===== src/rtl/interleaver_block_ctrl.sv =====
// Sequencing controller for the interleaver datapath: loads K/8 bytes into the
// input shift register, then walks the bit-select index 0..K-1 under backpressure.
module interleaver_block_ctrl (
  input  logic        clock,
  input  logic        rst,
  input  logic        start,
  input  logic        k_sel_in,
  input  logic        abort,
  input  logic        byte_valid,
  output logic        byte_ready,
  output logic        shift_en,
  output logic        k_size_6144,
  output logic [13:0] mux_ind,
  output logic        out_valid,
  input  logic        out_ready,
  output logic        out_last,
  output logic        busy,
  output logic        done
);

  typedef enum logic [2:0] {
    IDLE,
    LOAD,
    SETTLE,
    STREAM,
    DONE
  } state_t;

  state_t      state;
  state_t      state_nxt;
  logic [9:0]  byte_cnt;
  logic [9:0]  byte_cnt_nxt;
  logic [9:0]  byte_cnt_inc;
  logic [13:0] mux_ind_nxt;
  logic        k_size_nxt;
  logic [9:0]  byte_target;
  logic [13:0] last_ind;

  assign byte_target  = k_size_6144 ? 10'd768 : 10'd132;
  assign last_ind     = k_size_6144 ? 14'd6143 : 14'd1055;
  assign byte_cnt_inc = byte_cnt + 10'd1;

  always_ff @(posedge clock or negedge rst) begin
    if (!rst) begin
      state       <= IDLE;
      byte_cnt    <= '0;
      mux_ind     <= '0;
      k_size_6144 <= 1'b0;
    end else begin
      state       <= state_nxt;
      byte_cnt    <= byte_cnt_nxt;
      mux_ind     <= mux_ind_nxt;
      k_size_6144 <= k_size_nxt;
    end
  end

  // Handshake outputs are decoded from the current state so reset clears them immediately.
  always_comb begin
    state_nxt    = state;
    byte_cnt_nxt = byte_cnt;
    mux_ind_nxt  = mux_ind;
    k_size_nxt   = k_size_6144;
    byte_ready   = 1'b0;
    shift_en     = 1'b0;
    out_valid    = 1'b0;
    out_last     = 1'b0;
    done         = 1'b0;
    busy         = (state != IDLE);

    case (state)
      IDLE: begin
        if (start && !abort) begin
          k_size_nxt   = k_sel_in;
          byte_cnt_nxt = '0;
          state_nxt    = LOAD;
        end
      end
      LOAD: begin
        byte_ready = 1'b1;
        shift_en   = byte_valid;
        if (byte_valid) begin
          byte_cnt_nxt = byte_cnt_inc;
          if (byte_cnt_inc == byte_target) begin
            state_nxt = SETTLE;
          end
        end
      end
      SETTLE: begin
        mux_ind_nxt = '0;
        state_nxt   = STREAM;
      end
      STREAM: begin
        out_valid = 1'b1;
        out_last  = (mux_ind == last_ind);
        if (out_ready) begin
          if (mux_ind == last_ind) begin
            state_nxt = DONE;
          end else begin
            mux_ind_nxt = mux_ind + 14'd1;
          end
        end
      end
      DONE: begin
        done      = 1'b1;
        state_nxt = IDLE;
      end
      default: begin
        state_nxt = IDLE;
      end
    endcase

    // Abort overrides every transition except from IDLE, where it only blocks start.
    if (abort && (state != IDLE)) begin
      state_nxt    = IDLE;
      byte_cnt_nxt = '0;
      mux_ind_nxt  = '0;
    end
  end

endmodule


===== config.mk =====
export PLATFORM = sky130hd
export DESIGN_NAME = interleaver_block_ctrl
export DESIGN_NICKNAME = d
export VERILOG_FILES = /design/src/rtl/interleaver_block_ctrl.sv
export SDC_FILE = /design/constraint.sdc
export NUM_CORES = 1
export LEC_CHECK = 0
export BUFFER_PORTS_ARGS = -buffer_cell sky130_fd_sc_hd__buf_2
export CAP_MARGIN = 20
export CORE_MARGIN = 2
export CORE_UTILIZATION = 30
export CTS_BUF_LIST = sky130_fd_sc_hd__clkbuf_4
export DETAILED_ROUTE_END_ITERATION = 10
export PLACE_DENSITY = 0.54
export SLEW_MARGIN = 20
export SYNTH_ARGS = -nofsm -noshare
export SYNTH_HDL_FRONTEND = slang
export SYNTH_SLANG_ARGS = --single-unit

===== constraint.sdc =====
create_clock -name clock -period 2 [get_ports clock]
set_input_delay 0 -clock clock [delete_from_list [all_inputs] [get_ports clock]]
set_output_delay 0 -clock clock [all_outputs]
set_load 0.01 [all_outputs]

=== Yosys cells after proc, flatten, opt, wreduce, memory -nomap -nowiden ===
Index checks and enable logic that the tools add are counted.

* Bits in registers: 28
* Latch bits: 0
* Bits in writable memories: 0
* Bits in read-only memories: 0
* Bits of input ports: 7
* Output and inout bits: 21
* Word-level logic and storage cells: 51
* Memories: 0

* $add $sub $neg: 2
* $mul: 0
* Divide/modulo/power cells: 0
* Magnitude comparators: 0
* Equal/unequal tests: 12
* Shift-type cells: 0
* Mux-type cells: 22
* Bitwise gates (word level): 0
* Reductions and logical operators: 11

{| class="wikitable"
|+ Operators by type and width
! cell !! count
|-
| 14-bit 2-to-1 mux || 3
|-
| 10-bit 2-to-1 mux || 4
|-
| 14-bit one-hot mux with 2 select lines || 1
|-
| 10-bit one-hot mux with 2 select lines || 1
|-
| 3-bit 2-to-1 mux || 6
|-
| 3-bit != test, second input constant || 6
|-
| 14-bit by 1-bit adder with 14-bit output, second input constant || 1
|-
| 14-bit by 13-bit == test with 1-bit output || 1
|-
| 13-bit 2-to-1 mux || 1
|-
| 3-bit one-hot mux with 4 select lines || 1
|-
| 10-bit by 1-bit adder with 10-bit output, second input constant || 1
|-
| 10-bit == test || 1
|-
| 3-bit nonzero test || 3
|-
| 3-bit by 2-bit == test with 1-bit output, second input constant || 2
|-
| 3-bit AND reduction || 2
|-
| 1-bit 2-to-1 mux || 5
|-
| 5-bit AND reduction || 1
|-
| 3-bit by 1-bit == test with 1-bit output, second input constant || 1
|-
| 3-bit == test, second input constant || 1
|-
| 3-bit logical NOT || 1
|-
| 1-bit logical AND || 2
|-
| 2-bit AND reduction || 1
|-
| 1-bit logical NOT || 1
|}

=== Logic depth before layout (Yosys ltp) ===
* Word-level depth: 6
* Gate-level depth with buffers: 7
* Gate-level depth less buffers: 6

=== Worst setup path before layout ===
No wires, ideal clock.

* Path kind: register to register
* Start: reg mux_ind[0]
* End: reg mux_ind[5]
* Library setup time: 0.119 ns
* Arrival time: 1.946 ns
* Data required time: 1.881 ns
* Slack: -0.065 ns
* Cell stages (with the launch flop): 8
* Buffers on the path: 1
* Clock period less this slack: 2.065 ns
* Path through: dfrtp_1 -> ha_1 -> nand4_1 -> a21o_1 -> or4_1 -> buf_2 -> and4_4 -> o21a_1

* Longest elaborated chain between the ends: 5
* Elaborated cells between the ends (all ways): 8
* Those cells by class: add/sub: 1; eq/ne: 2; mux: 4; reduce/logical: 1

{| class="wikitable"
|+ Ends and longest elaborated chain
! element !! RTL line !! source
|-
| from (decl) || 13 || <nowiki>output logic [13:0] mux_ind,</nowiki>
|-
| from (signal assigned) || 52 || <nowiki>mux_ind <= mux_ind_nxt;</nowiki>
|-
| 14-bit by 1-bit adder with 14-bit output || 99 || <nowiki>mux_ind_nxt = mux_ind + 14'd1;</nowiki>
|-
| 14-bit 2-to-1 mux || 96 || <nowiki>if (mux_ind == last_ind) begin</nowiki>
|-
| 14-bit 2-to-1 mux || 95 || <nowiki>if (out_ready) begin</nowiki>
|-
| 14-bit one-hot mux with 2 select lines || 70 || <nowiki>case (state)</nowiki>
|-
| 14-bit 2-to-1 mux || 113 || <nowiki>if (abort && (state != IDLE)) begin</nowiki>
|}

Several ways; a longest one is shown, not always the timed one. The select of a mux whose other input is x is not followed.
A chain may end at the register's enable or synchronous reset.

=== Worst setup path in the final report ===
* Start: reg mux_ind[1]
* End: reg mux_ind[9]

The elaborated chain is that of the path after synthesis.

==> key figures <==
Status
  – Outcome: finished, final reports clean

Yosys
  – Post-synthesis cell count: 213
  – Yosys warns: 0
  – Synth Register Bits: 28
  – Top_reg_cell synth: dfrtp_1
  – Seq/Total Area, Yosys: 39.0%
  – Netlist cell types: 44
  – Mean cell area of the mapped netlist: 8.43 um^2
  – Async set-reset flop share out of synthesis: 100%
  – Mapped cell area: 0.00180 mm^2
  – Syn Nets: 222
  – Count of flip-flops with a built-in enable after synthesis: 0

Placement
  – Post-Place Cell Area: 0.00221 mm^2
  – Routability cong.: 0.829
  – Placed cell count: 334
  – Final HPWL DP: 3780 um
  – IO Port Bufs: 27

Pwr
  – P_leak: 1.06 nW
  – Switch share: 32.6%
  – PwrDens: 579 mW/mm^2
  – Share of power burned in registers: 46.3%
  – Clock power share: 28.5%
  – Combinational fraction of design power: 25.3%
  – Switching power total: 0.000451 W
  – Internal power: 0.000934 W
  – Total chip power: 0.00139 W
  – Max IR drop VDD: 0.000439 V

Timing
  – Fin crit share: 97.5%
  – Min Tclk post-route: 1.95 ns
  – Setup Viol. Count Final: 0
  – Final Hold Fails: 0
  – Setup_tns: 0 ns
  – Slew headroom: 54.2%
  – Pins Over Slew Limit: 0
  – Unrepaired setup endpoints after global routing: true
  – F_max: 0.513 GHz
  – Worst-margin pin slew: 0.687 ns
  – Final clock skew: 0.00936 ns
  – Hold slack final: 0.134 ns

Flow run
  – MaxCap Viol Count: 0

Cells and area
  – Fraction of layout cells with a size suffix above 1: 30.5%
  – Non-Filler Instances: 344
  – Diode count: 0
  – Finished layout cell area: 0.00239 mm^2
  – Area growth syn-to-layout: 33.2%
  – Nets@finish: 279

Route
  – 1st-iter DRT viols: 123
  – Routed WL: 5250 um
  – Drt pass-1 iters: 6
  – Residual DRC count: 0
  – Average vias per placed instance: 5.48
  – Drt wl/cell: 15.3 um
  – ANT nets after route: 0
  – Vias: 1885

Floorplan
  – Row cnt: 28
  – Width of the die: 81.4 um
  – I/O Pins: 28
  – Initial Utilization: 30.7%
  – Die span in y: 81.4 um
  – Die Area: 0.00662 mm^2
  – Core area: 0.00585 mm^2

Worst setup path
  – R2R Setup Slk: 0.05 ns
  – RR Startpoint: mux_ind[1]
  – Crit Path Class: flip-flop to flip-flop
  – Setup crit start: mux_ind[1]
  – Crit end category: flip-flop
  – Highest net fanout along the worst path: 5
  – Worst EP arrival: 2.24 ns
  – Worst Path Required: 2.29 ns
  – Startpoint class of the critical path: flip-flop

Global routing
  – First-pass GRT wire length: 8380 um
  – Grt total ovfl: 0
  – Largest net degree at the start of global routing: 29
  – Vias in the first global route: 1716
  – Total track usage: 16.2%
  – Initial antenna violation count: 0

Clocking
  – CTS tree: done
  – CTS Buf Count: 3
  – Maximum buffer depth of the clock tree: 2
  – Clock Latency Late Sink: 0.35 ns
  – H-tree levels: 1
  – CTS root buf: clkbuf_4
  – Clock slew at reported path FFs: 0.17 ns
  – Clock sink count: 28

Min path
  – HP Start: byte_valid
  – Hold/Removal Path Class: input port to flip-flop
==> metal layers <==
layer | up-vias | track usage, % | share of wire (%)
met4 | 0 | 2.88 | 1.0
met3 | 4 | 3.11 | 3.1
li1 | 927 | - | -
met2 | 36 | 27.4 | 49
met1 | 918 | 21.7 | 47
met5 | - | 0 | 0
==> repair_timing <==
item / 4_1_cts / 5_1_grt
resized for setup: 3 / 15
setup endpoints to repair: 4 / 13
hold endpoints to repair: 29 / 1
hold buffers: 2 / 1
pin swaps: 0 / 3
buffers inserted: 0 / 3
==> layout by cell type (no fill, tap or decap), drive strengths merged, types with 5 or more instances in the layout <==
cell type / synthesis / routed
a21oi: 10 / 10
a31oi: 6 / 6
buf: 3 / 57
dfrtp: 28 / 28
inv: 10 / 10
nand2: 13 / 13
nand2b: 5 / 5
nand3: 9 / 9
nand4: 9 / 9
nor2: 20 / 20
nor3: 7 / 7
nor4: 7 / 7
o21ai: 19 / 19
o31ai: 10 / 10
or4: 7 / 7
==> logic make-up after synthesis <==
family | after synthesis | share of synthesized area, %
multiplexers | 2 | 1.18
adder cells (fa/ha/maj) | 2 | 1.39
buffers and inverters | 18 | 3.97
flip-flops | 28 | 39.0
XOR/XNOR | 2 | 0.976
AO/OA/AOI/OAI | 67 | 24.7
AND/OR/NAND/NOR | 94 | 28.8
==> final timing paths <==
path                       cells past startpoint          end
min in group asynchronous                      2  mux_ind[11]
min                                            4  byte_cnt[5]
max reg2reg                                    7   mux_ind[9]
min reg2reg                                    1  byte_cnt[5]
max                                            7   mux_ind[9]
max in group asynchronous                      2   mux_ind[0]
==> per-stage QoR <==
step	util (%)	setup slack [ns]
3_5_place_dp	37.7	0.00978
4_1_cts	39.3	0.0291
2_1_floorplan	-	0.0182
5_1_grt	40.9	-0.0278
3_3_place_gp	37.7	0.0222
6_report	40.9	0.0495
==> state kept, by name, summed over array words and instances, names as in the netlist <==
| signal | count |
|---|---|
| mux_ind | 14 |
| k_size_6144 | 1 |
| state | 3 |
| byte_cnt | 10 |
==> power by group through the flow <==
stage	clock network, W	registers [W]	logic (W)
2_1_floorplan	0	0.000641	0.000196
3_5_place_dp	0	0.000646	0.000333
5_1_grt	0.000429	0.000647	0.000390
4_1_cts	0.000409	0.000636	0.000340
3_3_place_gp	0	0.000648	0.000332
6_report	0.000395	0.000641	0.000350
==> cell usage after synthesis (2+ instances only) <==
library cell,instances,area share [%]
dfrtp_1,28,39
nor2_1,20,4.2
o21ai_0,17,4.7
nand2_1,13,2.7
inv_1,10,2.1
o31ai_1,10,4.2
a21oi_1,9,2.5
nand3_1,9,2.5
nand4_1,9,3.1
nor3_1,7,2.0
or4_1,7,2.9
a31oi_1,6,2.1
clkbuf_1,5,1.0
nand2b_1,5,1.7
nor4_1,5,1.7
and3_1,4,1.4
or3_1,4,1.4
a211oi_1,3,1.3
a21o_1,3,1.3
and2_1,3,1.0
buf_2,3,0.84
o21a_1,3,1.3
a221oi_1,2,0.98
ha_1,2,1.4
nand3b_1,2,0.84
nor3b_1,2,0.84
nor4_2,2,1.4
o21ai_1,2,0.56
o41ai_1,2,0.98
xnor2_1,2,0.98
==> worst max-delay path, cell delays in order (launching register included) <==
cell	delay, ns
dfrtp_1	0.42
ha_4	0.14
nand4_1	0.17
a21o_1	0.26
nor4_2	0.48
buf_4	0.21
o21ai_0	0.09
a21oi_1	0.13
==> layout make-up <==
type / count / area (um^2)
clock inverters: 1 / 30.0
well taps: 75 / 93.8
flip-flops and latches: 28 / 703
inverters: 10 / 37.5
multi-input cells: 167 / 1110
clock buffers: 3 / 22.5
repair buffers: 60 / 398
fillers: 585 / 3460
Power figures use the tool's default switching activity.
